### config.mk
export PLATFORM = sky130hd
export DESIGN_NAME = simon_sequencer
export DESIGN_NICKNAME = d
export VERILOG_FILES = /design/src/rtl/simon_sequencer.sv
export SDC_FILE = /design/constraint.sdc
export NUM_CORES = 1
export LEC_CHECK = 0
export BUFFER_PORTS_ARGS = -buffer_cell sky130_fd_sc_hd__clkbuf_2
export CORE_ASPECT_RATIO = 0.8
export CORE_MARGIN = 2
export CORE_UTILIZATION = 65
export CTS_CLUSTER_DIAMETER = 30
export DETAILED_ROUTE_END_ITERATION = 12
export GPL_ROUTABILITY_DRIVEN = 0
export PLACE_DENSITY = 0.92
export SLEW_MARGIN = 20
export SYNTH_ARGS = -nofsm -noshare
export SYNTH_HDL_FRONTEND = slang
export SYNTH_SLANG_ARGS = --single-unit
### constraint.sdc
create_clock -name clk -period 5.9 [get_ports clk]
set_input_delay 0.885 -clock clk [delete_from_list [all_inputs] [get_ports clk]]
set_output_delay 0.885 -clock clk [all_outputs]
set_load 0.03 [all_outputs]
### src/rtl/simon_sequencer.sv
// rtl/simon_sequencer.sv - Simon step store, LED playback and press checker; SIMON_TIMEOUT_EN adds an input-phase timeout
// The IDLE/RUN/OVER/WIN state type lives in simon_pkg, shared with the game controller.
package simon_pkg;
    typedef enum logic [1:0] {IDLE = 2'd0, RUN = 2'd1, OVER = 2'd2, WIN = 2'd3} state_t;
endpackage

module simon_sequencer
    import simon_pkg::*;
#(
    parameter int MAX_LEN       = 16,
    parameter int ON_TICKS      = 5_000_000,
    parameter int OFF_TICKS     = 2_500_000,
    parameter int TIMEOUT_TICKS = 50_000_000
) (
    input  logic       clk,
    input  logic       reset,
    input  state_t     state,
    input  logic [1:0] rnd,
    input  logic       btn_valid,
    input  logic [1:0] btn_code,
    output logic [3:0] led,
    output logic [4:0] level,
    output logic       input_phase,
    output logic       round_done,
    output logic       mismatch,
    output logic       seq_full
);
    localparam int AW   = $clog2(MAX_LEN);
    localparam int TMAX = (ON_TICKS > OFF_TICKS) ? ON_TICKS : OFF_TICKS;
    localparam int TW   = $clog2(TMAX + 1);

    if (MAX_LEN < 2 || MAX_LEN > 31 || ON_TICKS < 1 || OFF_TICKS < 1 || TIMEOUT_TICKS < 1) begin : g_bad_params
        $error("simon_sequencer: parameter out of range");
    end

    typedef enum logic [2:0] {S_IDLE, S_APPEND, S_PLAY_ON, S_PLAY_OFF, S_INPUT, S_DONE} fsm_t;

    fsm_t          fsm_q, fsm_d;
    logic [4:0]    len_q, len_d;
    logic [4:0]    idx_q, idx_d;
    logic [TW-1:0] timer_q, timer_d;
    logic          round_done_q, round_done_d;
    logic          mismatch_q, mismatch_d;
    logic          seq_full_q, seq_full_d;
    logic [1:0]    mem_q [MAX_LEN];
    logic [1:0]    cur_step;
    logic          last_step;
    logic          running;
`ifdef SIMON_TIMEOUT_EN
    localparam int OW = $clog2(TIMEOUT_TICKS + 1);
    logic [OW-1:0] idle_q, idle_d;
`endif

    assign running   = (state == RUN);
    assign cur_step  = mem_q[idx_q[AW-1:0]];
    assign last_step = (idx_q == len_q - 5'd1);

    // Entries at or beyond len are never read, so the array needs no reset.
    always_ff @(posedge clk) begin
        if (!reset && running && fsm_q == S_APPEND) begin
            mem_q[len_q[AW-1:0]] <= rnd;
        end
    end

    always_comb begin
        fsm_d        = fsm_q;
        len_d        = len_q;
        idx_d        = idx_q;
        timer_d      = timer_q;
        round_done_d = 1'b0;
        mismatch_d   = 1'b0;
        seq_full_d   = 1'b0;
`ifdef SIMON_TIMEOUT_EN
        idle_d       = idle_q;
`endif
        if (!running) begin
            fsm_d   = S_IDLE;
            len_d   = '0;
            idx_d   = '0;
            timer_d = '0;
        end else begin
            case (fsm_q)
                S_IDLE: fsm_d = S_APPEND;
                S_APPEND: begin
                    len_d   = len_q + 5'd1;
                    idx_d   = '0;
                    timer_d = '0;
                    fsm_d   = S_PLAY_ON;
                end
                S_PLAY_ON: begin
                    if (timer_q == TW'(ON_TICKS - 1)) begin
                        timer_d = '0;
                        fsm_d   = S_PLAY_OFF;
                    end else begin
                        timer_d = timer_q + TW'(1);
                    end
                end
                S_PLAY_OFF: begin
                    if (timer_q == TW'(OFF_TICKS - 1)) begin
                        timer_d = '0;
                        if (last_step) begin
                            idx_d = '0;
                            fsm_d = S_INPUT;
`ifdef SIMON_TIMEOUT_EN
                            idle_d = '0;
`endif
                        end else begin
                            idx_d = idx_q + 5'd1;
                            fsm_d = S_PLAY_ON;
                        end
                    end else begin
                        timer_d = timer_q + TW'(1);
                    end
                end
                S_INPUT: begin
                    if (btn_valid) begin
`ifdef SIMON_TIMEOUT_EN
                        idle_d = '0;
`endif
                        if (btn_code != cur_step) begin
                            mismatch_d = 1'b1;
                            fsm_d      = S_DONE;
                        end else if (!last_step) begin
                            idx_d = idx_q + 5'd1;
                        end else if (len_q == 5'(MAX_LEN)) begin
                            seq_full_d = 1'b1;
                            fsm_d      = S_DONE;
                        end else begin
                            round_done_d = 1'b1;
                            fsm_d        = S_APPEND;
                        end
                    end
`ifdef SIMON_TIMEOUT_EN
                    else if (idle_q == OW'(TIMEOUT_TICKS - 1)) begin
                        mismatch_d = 1'b1;
                        fsm_d      = S_DONE;
                    end else begin
                        idle_d = idle_q + OW'(1);
                    end
`endif
                end
                S_DONE: fsm_d = S_DONE;
                default: fsm_d = S_IDLE;
            endcase
        end
    end

    always_ff @(posedge clk) begin
        if (reset) begin
            fsm_q        <= S_IDLE;
            len_q        <= '0;
            idx_q        <= '0;
            timer_q      <= '0;
            round_done_q <= 1'b0;
            mismatch_q   <= 1'b0;
            seq_full_q   <= 1'b0;
`ifdef SIMON_TIMEOUT_EN
            idle_q       <= '0;
`endif
        end else begin
            fsm_q        <= fsm_d;
            len_q        <= len_d;
            idx_q        <= idx_d;
            timer_q      <= timer_d;
            round_done_q <= round_done_d;
            mismatch_q   <= mismatch_d;
            seq_full_q   <= seq_full_d;
`ifdef SIMON_TIMEOUT_EN
            idle_q       <= idle_d;
`endif
        end
    end

    // The display goes dark as soon as the game leaves RUN, not one edge later.
    always_comb begin
        led = 4'b0000;
        if (running) begin
            case (fsm_q)
                S_PLAY_ON: led = 4'b0001 << cur_step;
                S_INPUT:   if (btn_valid) led = 4'b0001 << btn_code;
                default:   led = 4'b0000;
            endcase
        end
    end

    assign input_phase = running && (fsm_q == S_INPUT);
    assign level       = len_q;
    assign round_done  = round_done_q;
    assign mismatch    = mismatch_q;
    assign seq_full    = seq_full_q;
endmodule

Word level (Yosys, flattened, before mapping). Memories as Yosys holds them, arrays and structs flattened. A register that Yosys moved wholly into a read port is not among the register bits. Index checks and enable logic that the tools add are counted. W data, S select, Z words.

Eq/ne operators: 17. $add $sub $neg: 4. Multipliers: 0. Shift-type cells: 2. Bitwise gates (word level): 4. Mux-type cells: 27. Reduce and logical (&&, ||, !) cells: 12. Div/mod/pow operators: 0. Order comparisons: 0.

Operators with widths (count): $pmux W23 S3 (1); $mux W23 (2); $mux W5 (5); $add A23 B1 Y23 const B (1); $eq A23 B22 Y1 const B (1); $eq A23 B23 Y1 const B (1); $mux W3 (7); $pmux W3 S6 (1); $mux W4 (4); $pmux W5 S3 (1); $add A5 B1 Y5 const B (2); $ne A2 B2 Y1 const B (5); $pmux W4 S2 (1); $shl A1 B2 Y4 const A (2); $eq A3 B2 Y1 const B (2); $eq A3 B3 Y1 const B (2); $reduce_bool A3 Y1 (2); $reduce_or A6 Y1 (1); $eq A5 B5 Y1 (1); $eq A5 B5 Y1 const B (1); $mux W1 (5); $reduce_and A5 Y1 (1); $sub A5 B1 Y5 const B (1); $not A1 Y1 (4); other kinds (10) (12).

Output and inout bits: 13. Register bits: 39. Memory bits (read-only): 0. RAM bits: 32. Latch bits: 0. Input bits: 9. Memories kept: 1.

Memory list: mem_q (words 16, width 2, rd ports 1, clocked after Yosys merged registers in 1, write ports 1, RTL line 45) `logic [1:0] mem_q [MAX_LEN];`.

Logic depth before layout (Yosys ltp). Gate-level depths: netlist of the first run.

Depth after elaboration: 8. Gate-level depth with buffers: 9. Gate-level depth less buffers: 9.

Least setup slack after synthesis of the first run. No wires, ideal clock.

Path kind: reg2out. Start: reg (tool-made name). End: out led[0]. Data required time: 5015 ps. Setup slack: 2760 ps. Cell stages (with the launch flop): 7. Arrival: 2255 ps. Cell sequence: dfxtp_1 -> buf_4 -> mux4_2 -> mux2i_1 -> mux2i_2 -> or3b_2 -> a21oi_1.

RTL lines: end, declared (RTL line 21) `output logic [3:0] led,`.

==> results of run 1 <==
==> power by group <==
part / internal [mW] / switching (mW)
Sequential: 0.540 / 0.00106
Clock: 0.241 / 0.206
Combinational: 0.00867 / 0.0217
==> sequential cells by signal (all words and copies together), names as in the netlist, named ones only <==
name / cells
fsm_q: 3
timer_q: 23
idx_q: 5
seq_full: 1
round_done: 1
mem_q: 32
mismatch: 1
level: 5
==> metrics by stage <==
| step | hold slack, ps | area [um2] |
|---|---|---|
| after floorplan | 460 | 3820 |
| after global placement | 486 | 3930 |
| after detailed placement | 501 | 3930 |
| after CTS | 516 | 4150 |
| after global routing | 553 | 4160 |
| final | 526 | 4160 |
==> kinds of logic after synthesis <==
| family | after synthesis | share of synthesized area |
|---|---|---|
| and+or+nand+nor | 166 | 0.220 |
| muxes | 14 | 0.0648 |
| AOI/OAI and AO/OA | 88 | 0.152 |
| DFF | 75 | 0.476 |
| buffers and inverters | 25 | 0.0294 |
| xor gates and xnor gates | 11 | 0.0350 |
| adders and majority gates | 7 | 0.0229 |
==> layout make-up <==
cell class,instances,area [um2]
clock inverter,7,98.8
sequential,75,1820
tap,78,97.6
timing repair buffer,21,105
inverter,4,15.0
fill,356,1400
clock buffer,9,124
multi-input combinational,286,1900
==> metal layers <==
metal  routed length (um)  vias to the layer above
met1                 3810                     1531
met3                 1170                       48
met4                  377                        0
met5                    0                        -
li1                     -                     1471
met2                 4450                      279
==> placed cells by master (no fill, tap or decap), types with 5 or more instances in the layout <==
master,instances
a21oi_1,28
xnor2_1,5
clkbuf_8,9
edfxtp_1,32
nor2_1,55
nand2_1,26
nor4_1,5
and2_1,7
mux4_2,8
nor3_1,10
dfxtp_1,43
clkbuf_2,21
or3_1,6
nand4_1,7
and3_1,6
ha_1,7
o21ai_0,18
nand3_1,18
==> tightest hold or removal path, stage by stage (launching register included) <==
cell     delay (ps)
dfxtp_1         340
o21ai_0          80
a21oi_1          60
==> final timing paths <==
path	from	endpoint	slack, ps	cells past startpoint
max	flop	led[0]	2200	6
min reg2reg	timer_q[16]$_SDFFE_PP0P_	timer_q[16]$_SDFFE_PP0P_	530	2
max reg2reg	level[0]$_SDFFE_PP0P_	flop	2820	9
min	timer_q[16]$_SDFFE_PP0P_	timer_q[16]$_SDFFE_PP0P_	530	2
==> results.tsv, run 1 <==
stage	metric	value	unit
outcome	status	finished, final reports clean	
synthesis	synth_area_leaders	edfxtp_1, dfxtp_1, nor2_1, mux4_2, a21oi_1	
global_routing	use_met3	0.0847	
setup_path	cp_top_family	multiplexers	
die	die_w	89.8	um
clocking	post_cts_buffers	0	
synthesis	synth_nets	402	
pwr	ir_drop	0.000179	V
setup_path	crit_required	5020	ps
sta	setup_slack	2200	ps
pwr	p_per_area	245	mW/mm2
clocking	htree_levels	3	
synthesis	avgSynthCellArea	9.91	um2
synthesis	yosys-top-cells-count	nor2_1, dfxtp_1, edfxtp_1	
clocking	path_clk_slew	90	ps
sta	setup_tns	0	ps
worst_hold_path	hp-class	flop to flop	
setup_path	path_max_fanout	6	
sta	finClkSkew	12.0	ps
die	ios	22	
clocking	clk_latency	360	ps
detailed_routing	route.detailed.drc	0	
synthesis	yosysTopAreaCell	edfxtp_1	
setup_path	criticalPathCategory	flop to output port	
synthesis	yosys_warnings	0	
synthesis	synth.distinct_cells	59	
global_routing	met2_usage	0.508	
clocking	cts_resized	0	
sta	finalMaxSlewViolations	0	
setup_path	critical_path.max_stage_delay	570	ps
setup_path	critPathCaptureType	output port	
die	die_h	72.6	um
place	port_buffers	21	
detailed_routing	first_pass_iters	5	
place	dp_cells	464	
clocking	numCtsBuffers	9	
synthesis	synth_most_common_cell	nor2_1	
clocking	cts.sinks	75	
synthesis	syn_area	0.00382	mm2
detailed_routing	wl	9810	um
place	dp_hpwl	6430	um
synthesis	syn-instance-count	386	
setup_path	crit_arrival	2820	ps
clocking	postCtsHoldBufs	0	
detailed_routing	vias	3329	
final_layout	fin_cells	480	
global_routing	top_usage_layer	met2	
final_layout	area_delta_synth_final	8.77	%
global_routing	antenna_found_initial	0	
global_routing	grt_pass1_wl	15800	um
final_layout	antenna_cells	0	
setup_path	cp-start-kind	flop	
die	die_area	0.00652	mm2
place	place_ws	2600	ps
sta	finalCritPeriodShare	0.628	
global_routing	grt_max_degree	35	
sta	slew_headroom	0.379	
synthesis	synth.top_cell.area_share	0.251	
setup_path	worstPathCellList	mux4_2 > mux2i_1 > mux2i_2 > or3b_2 > a21oi_1 > clkbuf_2	
detailed_routing	postRouteAntennaNets	0	
detailed_routing	avgViaCountPerCell	6.94	
die	rows	24	
setup_path	path_buf_inv	1	
detailed_routing	drt_iter0_drc	533	
final_layout	layout.nets	413	
global_routing	grt_pass1_vias	3052	
synthesis	async_reset_ff_frac	0	
sta	worst_slew_pin_slew	928	ps
sta	hold_viol_final	0	
sta	period_minus_slack	3700	ps
global_routing	grt.total_usage	0.316	
die	core_area	0.00556	mm2
sta	setup_violations	0	
pwr	p_leak	1.32	nW
clocking	cts_tree	done	
die	start_util	0.688	
final_layout	drive_above_1_share	0.149	
synthesis	synth_edf_count	32	
global_routing	met1_usage	0.421	
sta	fmax	0.270	GHz
pwr	total_power	1.02	mW
final_layout	final_util	0.749	
detailed_routing	wl_per_cell	20.4	um
clocking	cts-root-buf	clkbuf_8	
setup_path	cp_slowest_cell	mux4_2	
sta	grt_setup_unrepaired	no	
run	max_cap_viol_count	0	
synthesis	ys_seq_area_frac	0.476	
synthesis	synth_flop_cell	dfxtp_1	
global_routing	grt_overflow	0	
clocking	clockBufferDepth	2	
synthesis	postSynthRegisterBits	75	
No activity file was read; power rests on OpenSTA's default activity.
==> run 2: changes to the inputs <==
- ABC_AREA: not set -> 1
- CORE_UTILIZATION: 65 -> 55
- PLACE_DENSITY: 0.92 -> 0.84
- clock period: 5.9 -> 3.4 ns (I/O delays scaled with it)
==> run 2 against run 1 <==
Core utilization decreased by 14 points. Critical path depth rose by 5. Sequential power is 74% higher. Synthesized cell count up 40%. Global-route usage decreased by 7.3 points. Synthesized area rose by 7.1%. Via count grew 12%. Register-to-register slack worse by 1700 ps. Wire length down 2.4%. Worst hold slack worse by 110 ps. Non-clock buffer count grew 2. First-iteration DRC count shrank 31%.
==> results.tsv, run 2 <==
stage	metric	value	unit	change
outcome	status	finished, final reports clean		unchanged
clocking	clockBufferDepth	2		unchanged
final_layout	antenna_cells	0		unchanged
clocking	numCtsBuffers	9		unchanged
sta	fmax	0.357	GHz	
clocking	cts_resized	0		unchanged
global_routing	grt_pass1_vias	3284		was 3052
global_routing	grt_max_degree	23		was 35
setup_path	criticalPathCategory	flop to output port		unchanged
clocking	cts-root-buf	clkbuf_8		unchanged
clocking	cts_tree	done		unchanged
final_layout	area_delta_synth_final	8.37	%	was 8.77%
die	start_util	0.559		was 0.688
setup_path	ff2ff_setup_slack	1070	ps	was 2820 ps
setup_path	critPathCaptureType	output port		unchanged
place	dp_hpwl	6990	um	was 6430 um
clocking	htree_levels	3		unchanged
final_layout	n_fill_cell	645		was 356
final_layout	final_util	0.606		was 0.749
sta	setup_violations	0		unchanged
setup_path	cp-start-kind	flop		unchanged
die	ios	22		unchanged
final_layout	final_area	0.00444	mm2	was 0.00416 mm2
die	rows	28		was 24
detailed_routing	avgViaCountPerCell	5.68		was 6.94
setup_path	cp_top_family	flip-flops		was multiplexers
setup_path	path_buf_inv	2		was 1
place	port_buffers	21		unchanged
global_routing	antenna_found_initial	0		unchanged
setup_path	crit_arrival	2290	ps	was 2820 ps
final_layout	ff_latch_area	0.00182	mm2	unchanged
pwr	p_per_area	390	mW/mm2	was 245 mW/mm2
run	max_cap_viol_count	0		unchanged
place	dp_cells	640		was 464
synthesis	yosysTopAreaCell	edfxtp_1		unchanged
synthesis	synth_flop_cell	dfxtp_1		unchanged
detailed_routing	first_pass_iters	5		unchanged
sta	worst_slew_pin_slew	652	ps	was 928 ps
sta	slew_headroom	0.565		was 0.379
detailed_routing	wl	9570	um	was 9810 um
synthesis	synth.distinct_cells	39		was 59
synthesis	synth.top_cell.area_share	0.235		was 0.251
synthesis	synth_most_common_cell	nand2_1		was nor2_1
synthesis	avgSynthCellArea	7.57	um2	was 9.91 um2
die	core_area	0.00732	mm2	was 0.00556 mm2
final_layout	multi_input_area	0.00188	mm2	was 0.00190 mm2
synthesis	syn-instance-count	541		was 386
pwr	p_leak	1.74	nW	was 1.32 nW
sta	setup_tns	0	ps	unchanged
clocking	post_cts_buffers	0		unchanged
detailed_routing	postRouteAntennaNets	0		unchanged
clocking	path_clk_slew	80	ps	was 90 ps
detailed_routing	vias	3727		was 3329
sta	hold_viol_final	0		unchanged
place	placed_cell_area	0.00423	mm2	was 0.00393 mm2
global_routing	grt_pass1_wl	15500	um	was 15800 um
die	die_h	81.2	um	was 72.6 um
synthesis	yosys-top-cells-count	nand2_1, inv_1, nor2_1		was nor2_1, dfxtp_1, edfxtp_1
sta	finClkSkew	13.8	ps	was 12.0 ps
synthesis	synth_nets	557		was 402
final_layout	fin_cells	656		was 480
sta	finalMaxSlewViolations	0		unchanged
clocking	clk_latency	360	ps	about the same
setup_path	path_max_fanout	18		was 6
detailed_routing	wl_per_cell	14.6	um	was 20.4 um
setup_path	cpMostUsedCell	nand2_1		
synthesis	yosys_warnings	0		unchanged
synthesis	async_reset_ff_frac	0		unchanged
global_routing	grt.total_usage	0.242		was 0.316
setup_path	cp_slowest_cell	dfxtp_1		was mux4_2
setup_path	worstSetupEndpoint	led[2]		was led[0]
die	die_area	0.00816	mm2	was 0.00652 mm2
setup_path	critical_path.max_stage_delay	740	ps	was 570 ps
final_layout	drive_above_1_share	0.131		was 0.149
setup_path	worstPathCellList	inv_6 > nand2_1 > nand2_1 > nand2_1 > nand3_1 > nand3_2 > nand3_1 > a21oi_1 > a31oi_1 > nor2_1 > clkbuf_2		was mux4_2 > mux2i_1 > mux2i_2 > or3b_2 > a21oi_1 > clkbuf_2
global_routing	grt_overflow	0		unchanged
detailed_routing	route.detailed.drc	0		unchanged
final_layout	largest_reg_flops	32		unchanged
detailed_routing	drt_iter0_drc	367		was 533
die	die_w	100	um	was 89.8 um
final_layout	layout.nets	577		was 413
synthesis	synth_area_leaders	edfxtp_1, dfxtp_1, nand2_1, inv_1, nor2_1		was edfxtp_1, dfxtp_1, nor2_1, mux4_2, a21oi_1
setup_path	crit_required	2890	ps	was 5020 ps
clocking	cts.sinks	75		unchanged
final_layout	final_cell_mix	nand2_1, inv_1, nor2_1		was nor2_1, dfxtp_1, edfxtp_1
setup_path	reg2reg_depth	11		was 9
synthesis	postSynthRegisterBits	75		unchanged
synthesis	ys_seq_area_frac	0.445		was 0.476
setup_path	r2r_start	level[0]$_SDFFE_PP0P_		unchanged
setup_path	worstReg2RegEnd	fsm_q[2]$_SDFFE_PP0P_		
sta	grt_setup_unrepaired	no		unchanged
synthesis	syn_area	0.00410	mm2	was 0.00382 mm2
setup_path	cp.depth	11		was 6
pwr	ir_drop	0.000244	V	was 0.000179 V
clocking	postCtsHoldBufs	0		unchanged
worst_hold_path	hp-class	input port to flop		was flop to flop
sta	period_minus_slack	2800	ps	
sta	finalCritPeriodShare	0.825		
synthesis	synth_edf_count	32		unchanged
final_layout	final_common_cell	nand2_1		was nor2_1
-- run 2: cell types whose count changed after synthesis, sizes merged, moves of 7 or more --
cell / delta
and2: -7
clkbuf: -7
inv: +74
mux4: -8
nand2: +98
nand3: +36
nor2: +18
-- run 2: routing by layer --
metal  global-route usage  vias up  share of wire
met5                    0        -              0
met4               0.0712        0          0.020
met3               0.0482       21          0.093
met2                0.380      194           0.45
met1                0.342     1700           0.44
li1                     -     1812              -
-- run 2: tightest hold or removal path: cells and delay by family --
| family | cells | cell delay, ps |
|---|---|---|
| and+or+nand+nor | 1 | 50 |
| buffers and inverters | 2 | 160 |
-- run 2: stage by stage --
stage                     setup slack (ps)  power, mW  hold WS [ps]
after floorplan                       1260       1.01           467
after global placement                1090       1.03           484
after detailed placement              1020       1.03           494
after CTS                              628       1.74           412
after global routing                   405       1.79           423
final                                  595       1.73           411
-- run 2: logic make-up (layout without fill, tap and decap cells) --
group | Yosys count | in the layout | share of synthesized area
buffers and inverters | 93 | 118 | 0.0978
adders and majority gates | 7 | 7 | 0.0214
AOI/OAI and AO/OA | 75 | 75 | 0.105
xor gates and xnor gates | 11 | 11 | 0.0235
DFF | 75 | 75 | 0.445
and+or+nand+nor | 280 | 280 | 0.307
-- run 2: how the worst min path moves through the flow --
stage	from	to	slack [ps]	cells past startpoint
finish	btn_valid	mismatch$_SDFF_PP0_	410	3
global route	btn_valid	mismatch$_SDFF_PP0_	420	3
CTS	btn_valid	mismatch$_SDFF_PP0_	410	3
detailed placement	timer_q[18]$_SDFFE_PP0P_	timer_q[18]$_SDFFE_PP0P_	490	2
global placement	timer_q[18]$_SDFFE_PP0P_	timer_q[18]$_SDFFE_PP0P_	480	2
floorplan	timer_q[18]$_SDFFE_PP0P_	timer_q[18]$_SDFFE_PP0P_	470	2
-- run 2: where the power goes --
group          internal, mW  total (mW)  switching (mW)
Sequential            0.939       0.942         0.00371
Clock                 0.351       0.718           0.367
Combinational        0.0204      0.0698          0.0494
-- run 2: area by class of cell --
type                    count  area share
flip-flops and latches     75       0.410
clock buffers               9      0.0279
multi-input cells         373       0.423
inverters                  79      0.0679
well taps                  90      0.0254
clock inverters             7      0.0186
repair buffers             23      0.0271
